### src/rtl/rptr_empty_prog_if.sv
// Read-side pointer/flag bundle between the FIFO read logic and its user; the
// master drives requests and the synchronised write pointer, the slave returns status.
interface rptr_empty_prog_if #(
  parameter int ASIZE = 4
);
  logic [ASIZE:0]   w2r_ptr;
  logic             rd_inc;
  logic             ae_wr;
  logic [ASIZE:0]   ae_thresh;
  logic             rd_underflow_clr;
  logic             rd_mem_en;
  logic [ASIZE-1:0] rd_addr;
  logic [ASIZE:0]   rd_ptr;
  logic             rd_empty;
  logic             rd_almost_empty;
  logic [ASIZE:0]   rd_count;
  logic             rd_underflow;

  modport master (
    output w2r_ptr, rd_inc, ae_wr, ae_thresh, rd_underflow_clr,
    input  rd_mem_en, rd_addr, rd_ptr, rd_empty, rd_almost_empty, rd_count, rd_underflow
  );

  modport slave (
    input  w2r_ptr, rd_inc, ae_wr, ae_thresh, rd_underflow_clr,
    output rd_mem_en, rd_addr, rd_ptr, rd_empty, rd_almost_empty, rd_count, rd_underflow
  );
endinterface

### src/rtl/rptr_empty_prog.sv
// Gray-FIFO read pointer, empty/almost-empty/count flags and sticky underflow; all
// outputs registered (1-cycle) except rd_mem_en; reads while empty are dropped, never stalled.
module rptr_empty_prog #(
  parameter int ASIZE      = 4,
  parameter int AE_DEFAULT = 1
) (
  input logic               rd_clk,
  input logic               rd_rst,
  rptr_empty_prog_if.slave  bus
);
  localparam logic [ASIZE:0] AE_INIT = AE_DEFAULT[ASIZE:0];

  logic [ASIZE:0] rbin_q, rbin_d;
  logic [ASIZE:0] rd_ptr_q, rd_ptr_d;
  logic           rd_empty_q, rd_empty_d;
  logic           rd_almost_empty_q, rd_almost_empty_d;
  logic [ASIZE:0] rd_count_q, rd_count_d;
  logic           rd_underflow_q, rd_underflow_d;
  logic [ASIZE:0] ae_reg_q, ae_reg_d;

  logic           acc;
  logic [ASIZE:0] wbin;
  logic [ASIZE:0] rgnext;
  logic [ASIZE:0] cnt_next;

  always_comb begin
    acc  = bus.rd_inc & ~rd_empty_q;
    wbin = '0;
    // Gray-to-binary: each binary bit is the XOR of all Gray bits at or above it.
    for (int i = 0; i <= ASIZE; i++) begin
      wbin[i] = ^(bus.w2r_ptr >> i);
    end
    rbin_d   = rbin_q + {{ASIZE{1'b0}}, acc};
    rgnext   = (rbin_d >> 1) ^ rbin_d;
    cnt_next = wbin - rbin_d;

    rd_ptr_d          = rgnext;
    rd_empty_d        = (rgnext == bus.w2r_ptr);
    rd_count_d        = cnt_next;
    rd_almost_empty_d = (cnt_next <= ae_reg_q);
    ae_reg_d          = bus.ae_wr ? bus.ae_thresh : ae_reg_q;

    // Set has priority over clear so a coincident error is never lost.
    rd_underflow_d = rd_underflow_q;
    if (bus.rd_underflow_clr) begin
      rd_underflow_d = 1'b0;
    end
    if (bus.rd_inc & rd_empty_q) begin
      rd_underflow_d = 1'b1;
    end
  end

  always_ff @(posedge rd_clk) begin
    if (rd_rst) begin
      rbin_q            <= '0;
      rd_ptr_q          <= '0;
      rd_empty_q        <= 1'b1;
      rd_almost_empty_q <= 1'b1;
      rd_count_q        <= '0;
      rd_underflow_q    <= 1'b0;
      ae_reg_q          <= AE_INIT;
    end else begin
      rbin_q            <= rbin_d;
      rd_ptr_q          <= rd_ptr_d;
      rd_empty_q        <= rd_empty_d;
      rd_almost_empty_q <= rd_almost_empty_d;
      rd_count_q        <= rd_count_d;
      rd_underflow_q    <= rd_underflow_d;
      ae_reg_q          <= ae_reg_d;
    end
  end

  assign bus.rd_mem_en       = acc;
  assign bus.rd_addr         = rbin_q[ASIZE-1:0];
  assign bus.rd_ptr          = rd_ptr_q;
  assign bus.rd_empty        = rd_empty_q;
  assign bus.rd_almost_empty = rd_almost_empty_q;
  assign bus.rd_count        = rd_count_q;
  assign bus.rd_underflow    = rd_underflow_q;
endmodule

### src/flat_wrapper.sv
// flat-port wrapper written by rule: the top's interface ports become plain ports
module rptr_empty_prog_flat 
#(
  parameter int ASIZE      = 4,
  parameter int AE_DEFAULT = 1
)
  (rd_clk, rd_rst, bus_w2r_ptr, bus_rd_inc, bus_ae_wr, bus_ae_thresh, bus_rd_underflow_clr, bus_rd_mem_en, bus_rd_addr, bus_rd_ptr, bus_rd_empty, bus_rd_almost_empty, bus_rd_count, bus_rd_underflow);
  rptr_empty_prog_if #(.ASIZE(ASIZE)) bus_i ();
  input logic rd_clk;
  input logic rd_rst;
  input wire logic [$bits(bus_i.w2r_ptr)-1:0] bus_w2r_ptr;
  input wire logic [$bits(bus_i.rd_inc)-1:0] bus_rd_inc;
  input wire logic [$bits(bus_i.ae_wr)-1:0] bus_ae_wr;
  input wire logic [$bits(bus_i.ae_thresh)-1:0] bus_ae_thresh;
  input wire logic [$bits(bus_i.rd_underflow_clr)-1:0] bus_rd_underflow_clr;
  output wire logic [$bits(bus_i.rd_mem_en)-1:0] bus_rd_mem_en;
  output wire logic [$bits(bus_i.rd_addr)-1:0] bus_rd_addr;
  output wire logic [$bits(bus_i.rd_ptr)-1:0] bus_rd_ptr;
  output wire logic [$bits(bus_i.rd_empty)-1:0] bus_rd_empty;
  output wire logic [$bits(bus_i.rd_almost_empty)-1:0] bus_rd_almost_empty;
  output wire logic [$bits(bus_i.rd_count)-1:0] bus_rd_count;
  output wire logic [$bits(bus_i.rd_underflow)-1:0] bus_rd_underflow;
  assign bus_i.w2r_ptr = bus_w2r_ptr;
  assign bus_i.rd_inc = bus_rd_inc;
  assign bus_i.ae_wr = bus_ae_wr;
  assign bus_i.ae_thresh = bus_ae_thresh;
  assign bus_i.rd_underflow_clr = bus_rd_underflow_clr;
  assign bus_rd_mem_en = bus_i.rd_mem_en;
  assign bus_rd_addr = bus_i.rd_addr;
  assign bus_rd_ptr = bus_i.rd_ptr;
  assign bus_rd_empty = bus_i.rd_empty;
  assign bus_rd_almost_empty = bus_i.rd_almost_empty;
  assign bus_rd_count = bus_i.rd_count;
  assign bus_rd_underflow = bus_i.rd_underflow;
  rptr_empty_prog #(.ASIZE(ASIZE), .AE_DEFAULT(AE_DEFAULT)) u_core (.rd_clk(rd_clk), .rd_rst(rd_rst), .bus(bus_i));
endmodule
### config.mk
export PLATFORM = sky130hd
export DESIGN_NAME = rptr_empty_prog_flat
export DESIGN_NICKNAME = d
export VERILOG_FILES = /design/src/rtl/rptr_empty_prog_if.sv /design/src/rtl/rptr_empty_prog.sv /design/src/flat_wrapper.sv
export SDC_FILE = /design/constraint.sdc
export NUM_CORES = 1
export LEC_CHECK = 0
export ABC_CLOCK_PERIOD_IN_PS = 3600
export BUFFER_PORTS_ARGS = -buffer_cell sky130_fd_sc_hd__buf_2
export CORE_MARGIN = 10
export CORE_UTILIZATION = 50
export DETAILED_ROUTE_END_ITERATION = 10
export PLACE_DENSITY = 0.76
export SYNTH_ARGS = -nofsm -noshare
export SYNTH_HDL_FRONTEND = slang
export SYNTH_SLANG_ARGS = --single-unit
### constraint.sdc
create_clock -name rd_clk -period 3.6 [get_ports rd_clk]
set_input_delay 0 -clock rd_clk [delete_from_list [all_inputs] [get_ports rd_clk]]
set_output_delay 0 -clock rd_clk [all_outputs]
set_load 0.005 [all_outputs]
# Word level (Yosys, flattened, before mapping)
# Index checks and enable logic that the tools add are counted.
totals:
  out_inout_bits: 18
  elab_cells: 23
  reg_bits: 23
  in_bits: 15
classes:
  bitwise_logic: 4
  add_sub_neg: 2
  n_eq_ne: 1
  n_reduce_logical: 6
  order_cmp: 1
  n_mux: 2
op_table:
  columns: ["cell", "count"]
  rows:
  - ["5-bit XOR reduction", 5]
  - ["5-bit by 1-bit adder with 5-bit output", 1]
  - ["5-bit equality test", 1]
  - ["5-bit <= comparator", 1]
  - ["5-bit subtractor", 1]
  - ["4-bit by 5-bit XOR with 5-bit output", 1]
  - ["1-bit bitwise AND", 2]
  - ["1-bit 2-to-1 mux", 2]
  - ["2-bit nonzero test", 1]
  - ["1-bit NOT", 1]

# Logic depth before layout (Yosys ltp)
logic_depth:
  ltp_word: 5
  depth_mapped: 14
  depth_no_buf: 14

# Worst setup path before layout
# Ideal clock, no wire load.
synth_path:
  path_kind: "reg2reg"
  startpoint: "register u_core.rd_empty_q (netlist: u_core.bus.rd_empty)"
  endpoint: "register u_core.rd_almost_empty_q (netlist: u_core.bus.rd_almost_empty)"
  period_less_slack_ps: 2600
  required_ps: 3476
  t_arrival_ps: 2476
  slack_ps: 1000
  path_stages_with_launch: 13
  setup_time_ps: 124
  n_path_buf: 0
  cell_sequence: "dfxtp_1 nor2b_4 and2_1 ha_1 xnor2_4 ha_1 a21o_1 a21oi_1 xnor2_1 ha_1 and3_1 a31oi_1 o21ai_0"
synth_between:
  elab_chain_cells: 5
synth_lines:
  columns: ["item", "line", "rtl"]
  rows:
  - ["start: declaration", "rptr_empty_prog.sv:15", "logic rd_empty_q, rd_empty_d;"]
  - ["start signal: assignment", "rptr_empty_prog.sv:65", "rd_empty_q <= rd_empty_d;"]
  - ["1-bit NOT", "rptr_empty_prog.sv:27", "acc = bus.rd_inc & ~rd_empty_q;"]
  - ["1-bit bitwise AND", "rptr_empty_prog.sv:27", null]
  - ["via bus_rd_mem_en", "flat_wrapper.sv:16", "output wire logic [$bits(bus_i.rd_mem_en)-1:0] bus_rd_mem_en;"]
  - ["5-bit by 1-bit adder with 5-bit output", "rptr_empty_prog.sv:33", "rbin_d = rbin_q + {{ASIZE{1'b0}}, acc};"]
  - ["5-bit subtractor", "rptr_empty_prog.sv:35", "cnt_next = wbin - rbin_d;"]
  - ["via u_core.cnt_next[4]", "rptr_empty_prog.sv:24", "logic [ASIZE:0] cnt_next;"]
  - ["5-bit <= comparator", "rptr_empty_prog.sv:40", "rd_almost_empty_d = (cnt_next <= ae_reg_q);"]
  - ["end signal: assignment", "rptr_empty_prog.sv:66", "rd_almost_empty_q <= rd_almost_empty_d;"]
  - ["end: declaration", "rptr_empty_prog.sv:16", "logic rd_almost_empty_q, rd_almost_empty_d;"]
# The timed path passes the listed nets, and every way through them passes these cells.
# A chain may end at the register's enable or synchronous reset.

# Worst setup path in the final report
layout_path:
  startpoint: "register u_core.rd_empty_q (netlist: u_core.bus.rd_empty)"
  endpoint: "register u_core.rd_almost_empty_q (netlist: u_core.bus.rd_almost_empty)"
layout_between:
  elab_chain_cells: 5
layout_lines:
  columns: ["item", "line"]
  rows:
  - ["1-bit NOT", "rptr_empty_prog.sv:27"]
  - ["1-bit bitwise AND", "rptr_empty_prog.sv:27"]
  - ["5-bit by 1-bit adder with 5-bit output", "rptr_empty_prog.sv:33"]
  - ["5-bit subtractor", "rptr_empty_prog.sv:35"]
  - ["via u_core.cnt_next[4]", "rptr_empty_prog.sv:24"]
  - ["5-bit <= comparator", "rptr_empty_prog.sv:40"]
# The timed path passes the listed nets, and every way through them passes these cells.

==> results.toml <==
[worst_setup_path]
critPathRequiredTime_ps = 3790
rr_worst_depth = 12
cp-startpoint = "u_core.bus.rd_empty"
worst_setup_path_end_kind = "register"
critPathKind = "reg2reg"
r2r-start = "u_core.bus.rd_empty"
worstSetupStartpointType = "register"
cp_max_fo = 6
r2r_setup_slack_ps = 760
r2r-end = "u_core.bus.rd_almost_empty"
crit_arrival_ps = 3030

[hold_path]
min_path_type = "in2reg"
hold_depth = 2
min_to = "u_core.ae_reg_q[0]"
min_from = "bus_ae_wr"

[sta]
worst_slew_pin_slew_ps = 387
setup_ws_ps = 756
maxSlewViolCount = 0
setup_tns_ps = 0
rsz0062_at_grt = "no"
max-slew-margin-rel_pct = 74.2
period_minus_slack_ps = 2840
setup_viol = 0
fmax_mhz = 352
worst_clock_skew_ps = 5.80
hold_viol = 0
min_period_over_period_pct = 79.0
hold_slack_ps = 38.8

[pwr]
vdd_ir_drop_max_uv = 336
total_power_uw = 587
cellPowerDensity_mw_per_mm2 = 399
p_leak_uw = 0.000721

[grt]
grt_pass1_vias = 870
antenna_found_initial = 0
overflow = 0
grt_pass1_wl_um = 3770
grt_max_degree = 23
track_usage_pct = 10.2

[cts]
cts.path.max_buffers = 2
post_cts_buffers = 0
clock_latency_ps = 300
cts.clk_slew.worst_paths_ps = 120
cts_tree = "done"
clock_sinks = 22
cts_buffers = 3
h-tree-depth = 1
cts_root_buffer = "clkbuf_4"

[drt]
ant_nets = 0
num_vias = 844
routedWlPerCell_um = 12.4
post_drt_via_cell_ratio = 4.64
routed_wl_um = 2260
drc = 0
dr.pass1.iters = 3
first_iter_violations = 12

[placed_design]
dp_worst_setup_slack_ps = 678
gp_congestion = 0.728
dp_hpwl_um = 1830
dp_cells = 171
port_buffers = 32

[synth]
synth.distinct_cells = 32
synthCells = 114
synth_fp_nets = 140
ys_ff_latch = 22
yosysSeqAreaShare_pct = 37.4
synth_area_mm2 = 0.00118
avgSynthCellArea_um2 = 10.3
yosysWarnings = 0

[floorplanning]
io_pins = 33
die-area_mm2 = 0.00470
core_mm2 = 0.00223
initial_utilization_pct = 52.8
die_w_um = 68.6
die_y_um = 68.6
row_count = 17

[flow_run]
drv_cap = 0

[final_layout]
layout-drive-gt1-share_pct = 27.9
nets = 181
stdcell_count = 182
layout-area-overhead-vs-synth_pct = 24.6
antenna_cells = 0
fillers = 188

[status]
status = "finished, final reports clean"
final cells by class:
class                   instances  area, µm²  area share [%]
inverters                      10       37.5            2.56
clock buffers                   4       36.3            2.47
well taps                      28       35.0            2.39
repair buffers                 39        230            15.7
multi-input cells              79        689            46.9
flip-flops and latches         22        440            30.0
kinds of logic (layout without fill, tap and decap cells):
| family | count (synthesis) | in the layout | share of synthesized area [%] |
|---|---|---|---|
| compound gates | 12 | 12 | 7.01 |
| xor+xnor | 20 | 20 | 20.5 |
| fa+ha+maj | 11 | 11 | 12.3 |
| buf+inv | 13 | 53 | 4.14 |
| mux | 5 | 5 | 4.67 |
| flops | 22 | 22 | 37.4 |
| simple gates | 31 | 31 | 14.0 |
cell usage in the layout, fill, tap and decap left out, types with 2 or more instances in the layout:
master and n:
a21o_1 2, a21oi_1 3, and2_1 2, buf_2 32, clkbuf_4 3, dfxtp_1 22, dlygate4sd3_1 7, ha_1 10
inv_1 10, mux2i_1 4, nor2_1 15, nor2b_1 6, o21a_1 3, xnor2_1 9, xor2_1 6, xor2_2 2
flip-flops by register name, summed over array words and instances (netlist names):
name and count:
u_core.ae_reg_q 5, u_core.bus.rd_count 5, u_core.bus.rd_almost_empty 1, u_core.bus.rd_underflow 1
u_core.bus.rd_empty 1, u_core.bus.rd_ptr 5, u_core.rbin_q 4
worst max-delay path, cell delays in order, from the launching register on:
cell and delay, ps:
dfxtp_1 430, nor2b_4 80, and2_1 170, ha_1 260, xnor2_4 290, ha_1 320, a21o_1 170, a21oi_1 170
xnor2_1 170, ha_1 280, and3_1 160, a31oi_1 140, o21ai_0 90
synthesized netlist by cell type:
master,count,area share (%)
dfxtp_1,22,37
nor2_1,15,4.8
ha_1,10,11
inv_1,10,3.2
xnor2_1,9,6.7
nor2b_1,6,3.2
xor2_1,6,4.5
mux2i_1,4,3.4
a21oi_1,3,1.3
o21a_1,3,1.9
a21o_1,2,1.3
and2_1,2,1.1
clkbuf_1,2,0.64
xor2_2,2,2.8
a211o_1,1,0.74
a31oi_1,1,0.53
a41o_1,1,0.85
and2_0,1,0.53
and3_1,1,0.53
buf_1,1,0.32
fa_1,1,1.7
mux2_4,1,1.3
nand2_1,1,0.32
nand2b_1,1,0.53
nand3_1,1,0.42
nand4_2,1,1.1
nor2b_4,1,1.2
nor3_1,1,0.42
o21ai_0,1,0.42
xnor2_4,1,2.3
xnor3_1,1,1.9
xor2_4,1,2.3
worst max path at each step:
stage,endpoint,cells after the start
final,u_core.bus.rd_almost_empty,12
after global routing,u_core.bus.rd_almost_empty,12
after CTS,u_core.bus.rd_almost_empty,12
after detailed placement,u_core.bus.rd_almost_empty,15
after global placement,u_core.bus.rd_almost_empty,14
after floorplan,u_core.bus.rd_almost_empty,12
metal layers:
metal  wire [µm]  GRT usage, %  up-vias
li1            -             -      448
met4          16          4.27        0
met3         150          3.38        2
met2        1120          17.2       13
met1         973          11.7      381
met5           0             0        -
where the power goes:
| group | internal (µW) | switching [µW] |
|---|---|---|
| combinational | 96.8 | 85.4 |
| clock | 61.6 | 69.9 |
| sequential | 265 | 7.97 |
through the flow:
stage / utilization (%) / cell area, µm²
final: 65.8 / 1470
after global routing: 65.8 / 1470
after CTS: 65.8 / 1470
after detailed placement: 61.0 / 1360
after global placement: 61.0 / 1360
after floorplan: - / 1180
what timing repair did:
| action | 4_1_cts | 5_1_grt |
|---|---|---|
| endpoints found under the hold margin | 6 | 0 |
| hold buffers | 7 | 0 |
| gates resized for setup | 0 | 0 |
No activity file was read; power rests on OpenSTA's default activity.
